<file path="src/rtl/chip8_pkg.sv">
// Shared types and constants for the Chip-8 program-memory loader.
package chip8_pkg;

   localparam int unsigned ADDR_W = 12;
   localparam int unsigned DATA_W = 8;
   localparam int unsigned SUM_W  = 16;

   // Program space starts above the font/interpreter area; top of 4 KiB map.
   localparam logic [ADDR_W-1:0] LOAD_BASE_DEF = 12'h200;
   localparam logic [ADDR_W-1:0] MEM_TOP_DEF   = 12'hFFF;

   typedef enum logic [1:0] {
      LDR_IDLE   = 2'd0,
      LDR_CLEAR  = 2'd1,
      LDR_LOAD   = 2'd2,
      LDR_VERIFY = 2'd3
   } ldr_state_e;

   // One port-A access as issued by the loader.
   typedef struct packed {
      logic              en;
      logic              write;
      logic [ADDR_W-1:0] addr;
      logic [DATA_W-1:0] data;
   } mem_req_t;

endpackage

</file>
<file path="src/rtl/rom_loader_if.sv">
// Download stream plus port-A memory bus seen by the ROM loader.
interface rom_loader_if;
   import chip8_pkg::*;

   logic              dl_start;
   logic              dl_valid;
   logic [DATA_W-1:0] dl_data;
   logic              dl_last;
   logic              dl_ready;

   logic              mem_en;
   logic              mem_write;
   logic [ADDR_W-1:0] mem_addr;
   logic [DATA_W-1:0] mem_wdata;
   logic [DATA_W-1:0] mem_rdata;

   // Loader side: consumes the download, drives port A.
   modport master (
      input  dl_start, dl_valid, dl_data, dl_last, mem_rdata,
      output dl_ready, mem_en, mem_write, mem_addr, mem_wdata
   );

   // Host/memory side.
   modport slave (
      output dl_start, dl_valid, dl_data, dl_last, mem_rdata,
      input  dl_ready, mem_en, mem_write, mem_addr, mem_wdata
   );

endinterface

</file>
<file path="src/rtl/ldr_sum.sv">
// 16-bit wrapping byte accumulator with synchronous clear and enable.
module ldr_sum
   import chip8_pkg::*;
(
   input  logic              clk,
   input  logic              reset_n,
   input  logic              clr_i,
   input  logic              en_i,
   input  logic [DATA_W-1:0] data_i,
   output logic [SUM_W-1:0]  sum_o
);

   logic [SUM_W-1:0] sum_q;
   logic [SUM_W-1:0] sum_d;

   // Clear has priority over accumulation.
   always_comb begin
      sum_d = sum_q;
      if (clr_i) begin
         sum_d = '0;
      end else if (en_i) begin
         sum_d = sum_q + SUM_W'(data_i);
      end
   end

   // Accumulator register.
   always_ff @(posedge clk) begin
      if (!reset_n) begin
         sum_q <= '0;
      end else begin
         sum_q <= sum_d;
      end
   end

   assign sum_o = sum_q;

endmodule

</file>
<file path="src/rtl/rom_loader.sv">
// Port-A writer for Chip-8 program memory: clear, load, read-back verify.
module rom_loader
   import chip8_pkg::*;
#(
   parameter logic [ADDR_W-1:0] LOAD_BASE = LOAD_BASE_DEF,
   parameter logic [ADDR_W-1:0] MEM_TOP   = MEM_TOP_DEF,
   parameter bit                CLEAR_EN  = 1'b1
) (
   input  logic              a_clk,
   input  logic              reset_n,
   rom_loader_if.master      ldr_bus,
   output logic              cpu_hold,
   output logic              busy,
   output logic              done,
   output logic              overflow,
   output logic              verify_err,
   output logic [ADDR_W-1:0] byte_count
);

   localparam logic [1:0] S_IDLE   = LDR_IDLE;
   localparam logic [1:0] S_CLEAR  = LDR_CLEAR;
   localparam logic [1:0] S_LOAD   = LDR_LOAD;
   localparam logic [1:0] S_VERIFY = LDR_VERIFY;

   logic [1:0]        state_q, state_d;
   logic [ADDR_W-1:0] addr_q, addr_d;
   logic              full_q, full_d;
   logic [ADDR_W-1:0] rd_cnt_q, rd_cnt_d;
   logic              cap_q, cap_d;
   logic              done_q, done_d;
   logic              overflow_q, overflow_d;
   logic              verify_err_q, verify_err_d;
   logic [ADDR_W-1:0] byte_count_q, byte_count_d;
   logic              cpu_hold_q;
   logic              busy_q;
   logic              dl_ready_q;

   mem_req_t          req_c;
   logic              sum_clr_c;
   logic              load_en_c;
   logic              rd_en_c;
   logic [SUM_W-1:0]  load_sum_c;
   logic [SUM_W-1:0]  rd_sum_c;
   logic [SUM_W-1:0]  rd_total_c;

   // Running sum of bytes actually written during LOAD.
   ldr_sum u_load_sum (
      .clk     (a_clk),
      .reset_n (reset_n),
      .clr_i   (sum_clr_c),
      .en_i    (load_en_c),
      .data_i  (ldr_bus.dl_data),
      .sum_o   (load_sum_c)
   );

   // Running sum of bytes read back during VERIFY.
   ldr_sum u_rd_sum (
      .clk     (a_clk),
      .reset_n (reset_n),
      .clr_i   (sum_clr_c),
      .en_i    (rd_en_c),
      .data_i  (ldr_bus.mem_rdata),
      .sum_o   (rd_sum_c)
   );

   // Read-back total including the byte arriving this cycle.
   assign rd_total_c = rd_sum_c + (cap_q ? SUM_W'(ldr_bus.mem_rdata) : SUM_W'(0));

   // Next-state, port-A request and bookkeeping.
   always_comb begin
      state_d      = state_q;
      addr_d       = addr_q;
      full_d       = full_q;
      rd_cnt_d     = rd_cnt_q;
      cap_d        = 1'b0;
      done_d       = 1'b0;
      overflow_d   = overflow_q;
      verify_err_d = verify_err_q;
      byte_count_d = byte_count_q;
      sum_clr_c    = 1'b0;
      load_en_c    = 1'b0;
      rd_en_c      = 1'b0;
      req_c        = '0;

      case (state_q)
         S_IDLE: begin
            if (ldr_bus.dl_start) begin
               state_d      = CLEAR_EN ? S_CLEAR : S_LOAD;
               addr_d       = LOAD_BASE;
               full_d       = 1'b0;
               rd_cnt_d     = '0;
               overflow_d   = 1'b0;
               verify_err_d = 1'b0;
               byte_count_d = '0;
               sum_clr_c    = 1'b1;
            end
         end

         S_CLEAR: begin
            req_c.en    = 1'b1;
            req_c.write = 1'b1;
            req_c.addr  = addr_q;
            req_c.data  = '0;
            if (addr_q == MEM_TOP) begin
               addr_d  = LOAD_BASE;
               state_d = S_LOAD;
            end else begin
               addr_d = addr_q + ADDR_W'(1);
            end
         end

         S_LOAD: begin
            if (ldr_bus.dl_valid) begin
               if (!full_q) begin
                  req_c.en     = 1'b1;
                  req_c.write  = 1'b1;
                  req_c.addr   = addr_q;
                  req_c.data   = ldr_bus.dl_data;
                  load_en_c    = 1'b1;
                  byte_count_d = byte_count_q + ADDR_W'(1);
                  // Saturate at the top so font space is never targeted.
                  if (addr_q == MEM_TOP) begin
                     full_d = 1'b1;
                  end else begin
                     addr_d = addr_q + ADDR_W'(1);
                  end
               end else begin
                  overflow_d = 1'b1;
               end
               if (ldr_bus.dl_last) begin
                  state_d  = S_VERIFY;
                  addr_d   = LOAD_BASE;
                  rd_cnt_d = '0;
               end
            end
         end

         S_VERIFY: begin
            // Issue one read per cycle until byte_count reads are out.
            if (rd_cnt_q != byte_count_q) begin
               req_c.en    = 1'b1;
               req_c.write = 1'b0;
               req_c.addr  = addr_q;
               rd_cnt_d    = rd_cnt_q + ADDR_W'(1);
               cap_d       = 1'b1;
               if (addr_q != MEM_TOP) begin
                  addr_d = addr_q + ADDR_W'(1);
               end
            end
            rd_en_c = cap_q;
            // All reads issued and the last datum is arriving (or none were needed).
            if (rd_cnt_q == byte_count_q) begin
               verify_err_d = (rd_total_c != load_sum_c);
               done_d       = 1'b1;
               state_d      = S_IDLE;
            end
         end

         default: begin
            state_d = S_IDLE;
         end
      endcase
   end

   // State and registered outputs.
   always_ff @(posedge a_clk) begin
      if (!reset_n) begin
         state_q      <= S_IDLE;
         addr_q       <= '0;
         full_q       <= 1'b0;
         rd_cnt_q     <= '0;
         cap_q        <= 1'b0;
         done_q       <= 1'b0;
         overflow_q   <= 1'b0;
         verify_err_q <= 1'b0;
         byte_count_q <= '0;
         cpu_hold_q   <= 1'b0;
         busy_q       <= 1'b0;
         dl_ready_q   <= 1'b0;
      end else begin
         state_q      <= state_d;
         addr_q       <= addr_d;
         full_q       <= full_d;
         rd_cnt_q     <= rd_cnt_d;
         cap_q        <= cap_d;
         done_q       <= done_d;
         overflow_q   <= overflow_d;
         verify_err_q <= verify_err_d;
         byte_count_q <= byte_count_d;
         // Hold follows the registered state, so it trails busy by one cycle.
         cpu_hold_q   <= (state_q != S_IDLE);
         busy_q       <= (state_d != S_IDLE);
         dl_ready_q   <= (state_d == S_LOAD);
      end
   end

   // Port A must see a LOAD write in the same cycle as the transfer.
   assign ldr_bus.mem_en    = req_c.en;
   assign ldr_bus.mem_write = req_c.write;
   assign ldr_bus.mem_addr  = req_c.addr;
   assign ldr_bus.mem_wdata = req_c.data;
   assign ldr_bus.dl_ready  = dl_ready_q;

   assign cpu_hold   = cpu_hold_q;
   assign busy       = busy_q;
   assign done       = done_q;
   assign overflow   = overflow_q;
   assign verify_err = verify_err_q;
   assign byte_count = byte_count_q;

endmodule
</file>
<file path="src/flat_wrapper.sv">
// flat-port wrapper written by rule: the top's interface ports become plain ports
module rom_loader_flat import chip8_pkg::*;
#(
   parameter logic [ADDR_W-1:0] LOAD_BASE = LOAD_BASE_DEF,
   parameter logic [ADDR_W-1:0] MEM_TOP   = MEM_TOP_DEF,
   parameter bit                CLEAR_EN  = 1'b1
)
  (a_clk, reset_n, cpu_hold, busy, done, overflow, verify_err, byte_count, ldr_bus_dl_start, ldr_bus_dl_valid, ldr_bus_dl_data, ldr_bus_dl_last, ldr_bus_mem_rdata, ldr_bus_dl_ready, ldr_bus_mem_en, ldr_bus_mem_write, ldr_bus_mem_addr, ldr_bus_mem_wdata);
  rom_loader_if ldr_bus_i ();
  input  logic a_clk;
  input  logic reset_n;
  output logic cpu_hold;
  output logic busy;
  output logic done;
  output logic overflow;
  output logic verify_err;
  output logic [ADDR_W-1:0] byte_count;
  input wire logic [$bits(ldr_bus_i.dl_start)-1:0] ldr_bus_dl_start;
  input wire logic [$bits(ldr_bus_i.dl_valid)-1:0] ldr_bus_dl_valid;
  input wire logic [$bits(ldr_bus_i.dl_data)-1:0] ldr_bus_dl_data;
  input wire logic [$bits(ldr_bus_i.dl_last)-1:0] ldr_bus_dl_last;
  input wire logic [$bits(ldr_bus_i.mem_rdata)-1:0] ldr_bus_mem_rdata;
  output wire logic [$bits(ldr_bus_i.dl_ready)-1:0] ldr_bus_dl_ready;
  output wire logic [$bits(ldr_bus_i.mem_en)-1:0] ldr_bus_mem_en;
  output wire logic [$bits(ldr_bus_i.mem_write)-1:0] ldr_bus_mem_write;
  output wire logic [$bits(ldr_bus_i.mem_addr)-1:0] ldr_bus_mem_addr;
  output wire logic [$bits(ldr_bus_i.mem_wdata)-1:0] ldr_bus_mem_wdata;
  assign ldr_bus_i.dl_start = ldr_bus_dl_start;
  assign ldr_bus_i.dl_valid = ldr_bus_dl_valid;
  assign ldr_bus_i.dl_data = ldr_bus_dl_data;
  assign ldr_bus_i.dl_last = ldr_bus_dl_last;
  assign ldr_bus_i.mem_rdata = ldr_bus_mem_rdata;
  assign ldr_bus_dl_ready = ldr_bus_i.dl_ready;
  assign ldr_bus_mem_en = ldr_bus_i.mem_en;
  assign ldr_bus_mem_write = ldr_bus_i.mem_write;
  assign ldr_bus_mem_addr = ldr_bus_i.mem_addr;
  assign ldr_bus_mem_wdata = ldr_bus_i.mem_wdata;
  rom_loader #(.LOAD_BASE(LOAD_BASE), .MEM_TOP(MEM_TOP), .CLEAR_EN(CLEAR_EN)) u_core (.a_clk(a_clk), .reset_n(reset_n), .ldr_bus(ldr_bus_i), .cpu_hold(cpu_hold), .busy(busy), .done(done), .overflow(overflow), .verify_err(verify_err), .byte_count(byte_count));
endmodule
</file>
<file path="config.mk">
export PLATFORM = sky130hd
export DESIGN_NAME = rom_loader_flat
export DESIGN_NICKNAME = d
export VERILOG_FILES = /design/src/rtl/chip8_pkg.sv /design/src/rtl/rom_loader_if.sv /design/src/rtl/ldr_sum.sv /design/src/rtl/rom_loader.sv /design/src/flat_wrapper.sv
export SDC_FILE = /design/constraint.sdc
export NUM_CORES = 1
export LEC_CHECK = 0
export CORE_ASPECT_RATIO = 0.8
export CORE_UTILIZATION = 57
export CTS_CLUSTER_SIZE = 20
export DETAILED_ROUTE_END_ITERATION = 12
export PLACE_DENSITY = 0.89
export SYNTH_ARGS = -nofsm -noshare
export SYNTH_HDL_FRONTEND = slang
export SYNTH_SLANG_ARGS = --single-unit
export TNS_END_PERCENT = 1
</file>
<file path="constraint.sdc">
create_clock -name a_clk -period 3.25 [get_ports a_clk]
set_input_delay 0.325 -clock a_clk [delete_from_list [all_inputs] [get_ports a_clk]]
set_output_delay 0.325 -clock a_clk [all_outputs]
set_load 0.01 [all_outputs]
</file>
==> out/summary.log <==
INFO  synthesis      muxShareOfSynthArea=0.803%
INFO  global_routing first_pass_grt_wire_length=20500microns
INFO  synthesis      synth_compound_area_share=15.8%
INFO  clock_tree     worst_skew_pair.late_latency=360ps
INFO  synthesis      post_synthesis_share_of_cell_area_spent_on_full_adders_half_adders_and_majority_gates=7.98%
INFO  layout         diodes=0
INFO  synthesis      synth_area=0.00499sqmm
INFO  clock_tree     cts.sinks=78
INFO  global_routing antenna_found_initial=0
INFO  synthesis      yosysWarningCount=0
INFO  global_routing grt.total_usage=28.0%
INFO  place          numPlacedInstances=775
INFO  power          intPower=1.55mW
INFO  timing         final.period_utilization=90.6%
INFO  drt            drt_drc_violations_left=0
INFO  timing         max_slew.worst_pin.slew=578ps
INFO  worst_setup_path path_delay_family=simple AND/OR/NAND/NOR gates
INFO  worst_setup_path worst-path-max-fanout=13
INFO  worst_setup_path timing.critical_path.from_type=register
INFO  synthesis      sequential_to_total_area_share_from_yosys_stat=31.3%
INFO  power          report.power.total=2.00mW
INFO  layout         fin_nets=725
INFO  synthesis      net_count_of_the_mapped_netlist=669
INFO  drt            dr_pass1_iterations=5
INFO  synthesis      ys.flop_type=dfxtp_1
INFO  worst_setup_path critical_path.cell_chain=xnor2_1 > nand4_1 > or3_4 > nor2b_4 > nor2_4 > nor2b_1 > clkdlybuf4s50_1
INFO  global_routing largest_net_degree_at_the_start_of_global_routing=45
INFO  worst_setup_path critical_path_arrival=2620ps
INFO  floorplan      chipWidth=107microns
INFO  layout         layout-drive-gt1-share=5.90%
INFO  layout         layout_commonest_cell=dfxtp_1
INFO  floorplan      floorplan.die.height=85.7microns
INFO  drt            detail-route-antenna-nets=0
INFO  clock_tree     cts_setup_buffers=0
INFO  floorplan      coreArea=0.00848sqmm
INFO  status         outcome=completed
INFO  timing         finalSetupViolations=0
INFO  timing         fin_ws=307ps
INFO  power          power-per-cell-area=338mW/mm^2
INFO  power          power_frac_seq=48.1%
INFO  synthesis      post_synth_xor_area_fraction=14.4%
INFO  synthesis      main_combinational_cell_family_by_area_after_synthesis=simple AND/OR/NAND/NOR gates
INFO  floorplan      design.die.area=0.00913sqmm
INFO  synthesis      flip_flop_and_latch_count_after_synthesis=78
INFO  synthesis      async_reset_ff_share=0%
INFO  timing         final_hold_viol_count=0
INFO  worst_setup_path slowest_stage=clkdlybuf4s50_1
INFO  worst_setup_path ws_path_type=reg2out
INFO  synthesis      synthesis.area_per_instance=8.07squm
INFO  synthesis      synth_edf_count=0
INFO  power          vdd_ir_drop_max=0.247mV
INFO  timing         finalCriticalPeriod=2940ps
INFO  power          power.static_leakage=2.28nW
INFO  place          placer_s_final_routability_congestion_estimate=0.908
INFO  clock_tree     path_clk_slew=80ps
INFO  floorplan      placement_rows=30
INFO  clock_tree     cts-root-buf=clkbuf_8
INFO  timing         finalSetupTns=0ps
INFO  global_routing first_global_vias=4403
INFO  worst_setup_path slowest_delay=490ps
INFO  place          hpwl=8840microns
INFO  drt            via_per_inst=5.88
INFO  timing         rsz_0062_raised_after_global_routing=false
INFO  power          power_frac_comb=7.1%
INFO  drt            dr_total_vias=4645
INFO  global_routing grt.overflow.total=0
INFO  flow_run       max_cap_violations=0
INFO  drt            wl_per_cell=15.4microns
INFO  synthesis      ys_types=61
INFO  power          switching_share=22.6%
INFO  timing         finClkSkew=12.0ps
INFO  floorplan      effective_utilization_at_floorplan=58.8%
INFO  clock_tree     cts_tree=yes
INFO  synthesis      syn-instance-count=618
INFO  drt            detailedRoute.firstIterationViolations=242
INFO  power          switching_power=452uW
INFO  synthesis      synth-simple-area-share=26.1%
INFO  min_path       worst_hold_path_type=reg2reg
INFO  worst_setup_path worstPathBufferInverterCount=1
INFO  layout         syn_to_final_growth=19.0%
INFO  floorplan      pin_count=61
INFO  layout         layout.cells.non_filler=790
INFO  timing         final-max-slew-violation-count=0
INFO  timing         worst_slew_margin_rel=61.5%
INFO  drt            drt-total-wl=12100microns
INFO  clock_tree     clk_path_buf_depth=2
INFO  clock_tree     numCtsBuffers=9
INFO  layout         final_core_utilization=70.0%
INFO  worst_setup_path critical_path.endpoint_type=primary output
INFO  worst_setup_path crit_path_required_time=2920ps
INFO  place          numPortBuffers=60
INFO  timing         fmax=340MHz
INFO  clock_tree     number_of_buffers_added_to_fix_hold_violations_after_cts=0
INFO  clock_tree     number_of_levels_the_h_tree_was_split_into=3
INFO  place          worst_setup_slack_before_clock_tree_synthesis=185ps
INFO  power          clkPwrFrac=44.8%
INFO  layout         mostFrequentLayoutCells=dfxtp_1, nand2_1, clkdlybuf4s50_1
synth_stat cells, types with 4 or more instances:
cell type	n	area (sq um)
dfxtp_1	78	1560
nand2_1	72	270
nor2_1	59	221
xnor2_1	44	385
a21oi_1	42	210
xor2_1	38	333
ha_1	27	338
and2_1	22	138
inv_1	22	82.6
nand3_1	21	105
o21ai_0	21	105
nand4_1	18	113
nor2b_1	18	113
clkbuf_1	15	56.3
and3_1	12	75.1
nor3_1	9	45.0
a21o_1	7	52.6
a21boi_0	6	45.0
buf_2	6	30.0
or3_1	5	31.3
a211oi_1	4	30.0
a31oi_1	4	25.0
mux2i_1	4	40.0
nor4_1	4	25.0
o2111ai_1	4	35.0
o21bai_1	4	30.0
or2_2	4	25.0
logic make-up after synthesis:
logic type                 after synthesis
muxes                                    4
buffers and inverters                   44
xor gates and xnor gates                82
adders and majority gates               30
AOI/OAI and AO/OA                      119
DFF                                     78
and+or+nand+nor                        261
final cells by class:
cell class / count / area [sq um]
Timing Repair Buffer: 67 / 653
Fill cell: 633 / 2550
Clock inverter: 5 / 106
Multi-Input combinational cell: 496 / 3250
Inverter: 22 / 82.6
Sequential cell: 78 / 1560
Clock buffer: 10 / 138
Tap cell: 112 / 140
per-stage QoR:
| step | hold WS [ps] | area [sq um] |
|---|---|---|
| floorplan | 453 | 4990 |
| global placement | 467 | 5680 |
| detailed placement | 460 | 5680 |
| CTS | 480 | 5930 |
| global route | 516 | 5930 |
| finish | 481 | 5930 |
registers in the layout, indices dropped and copies added, names as in the netlist:
name / cells
u_core.cap_q: 1
u_core.overflow: 1
u_core.verify_err: 1
u_core.cpu_hold: 1
u_core.ldr_bus.dl_ready: 1
u_core.state_q: 2
u_core.u_rd_sum.sum_o: 16
u_core.done: 1
u_core.full_q: 1
u_core.rd_cnt_q: 12
u_core.u_load_sum.sum_o: 16
u_core.busy: 1
u_core.byte_count: 12
u_core.addr_q: 12
tightest hold or removal path: stages (launching register included):
cell	delay, ps
dfxtp_1	340
a21oi_1	40
nor2_1	70
repair_timing:
item | CTS | global route
endpoints found under the hold margin | 0 | 0
resized for setup | 1 | 1
gates cloned | 0 | 0
setup endpoints to repair | 13 | 13
path summary, 6_finish.rpt:
path | depth (start not counted) | slack (ps) | to | startpoint
min reg2reg | 2 | 480 | u_core.overflow$_SDFFE_PN0P_ | u_core.overflow$_SDFFE_PN0P_
min | 2 | 480 | u_core.overflow$_SDFFE_PN0P_ | u_core.overflow$_SDFFE_PN0P_
max | 7 | 310 | ldr_bus_mem_addr[3] | u_core.byte_count[3]$_SDFFE_PN0P_
max reg2reg | 10 | 510 | u_core.verify_err$_SDFFE_PN0P_ | u_core.cap_q$_SDFF_PN0_
layer usage:
layer | vias up | share of wire (%) | GRT usage (%)
li1 | 2240 | - | -
met1 | 2173 | 44 | 35.7
met2 | 190 | 46 | 46.4
met3 | 42 | 7.1 | 5.93
met4 | 0 | 2.6 | 11.2
met5 | - | 0 | 0
power groups by stage:
stage / Combinational [mW] / Sequential, mW / Clock, mW
2_1_floorplan: 0.0780 / 0.988 / 0
3_3_place_gp: 0.132 / 0.987 / 0
3_5_place_dp: 0.137 / 0.987 / 0
4_1_cts: 0.139 / 0.965 / 0.901
5_1_grt: 0.154 / 0.966 / 0.956
6_report: 0.142 / 0.965 / 0.898
Power figures use the tool's default switching activity.
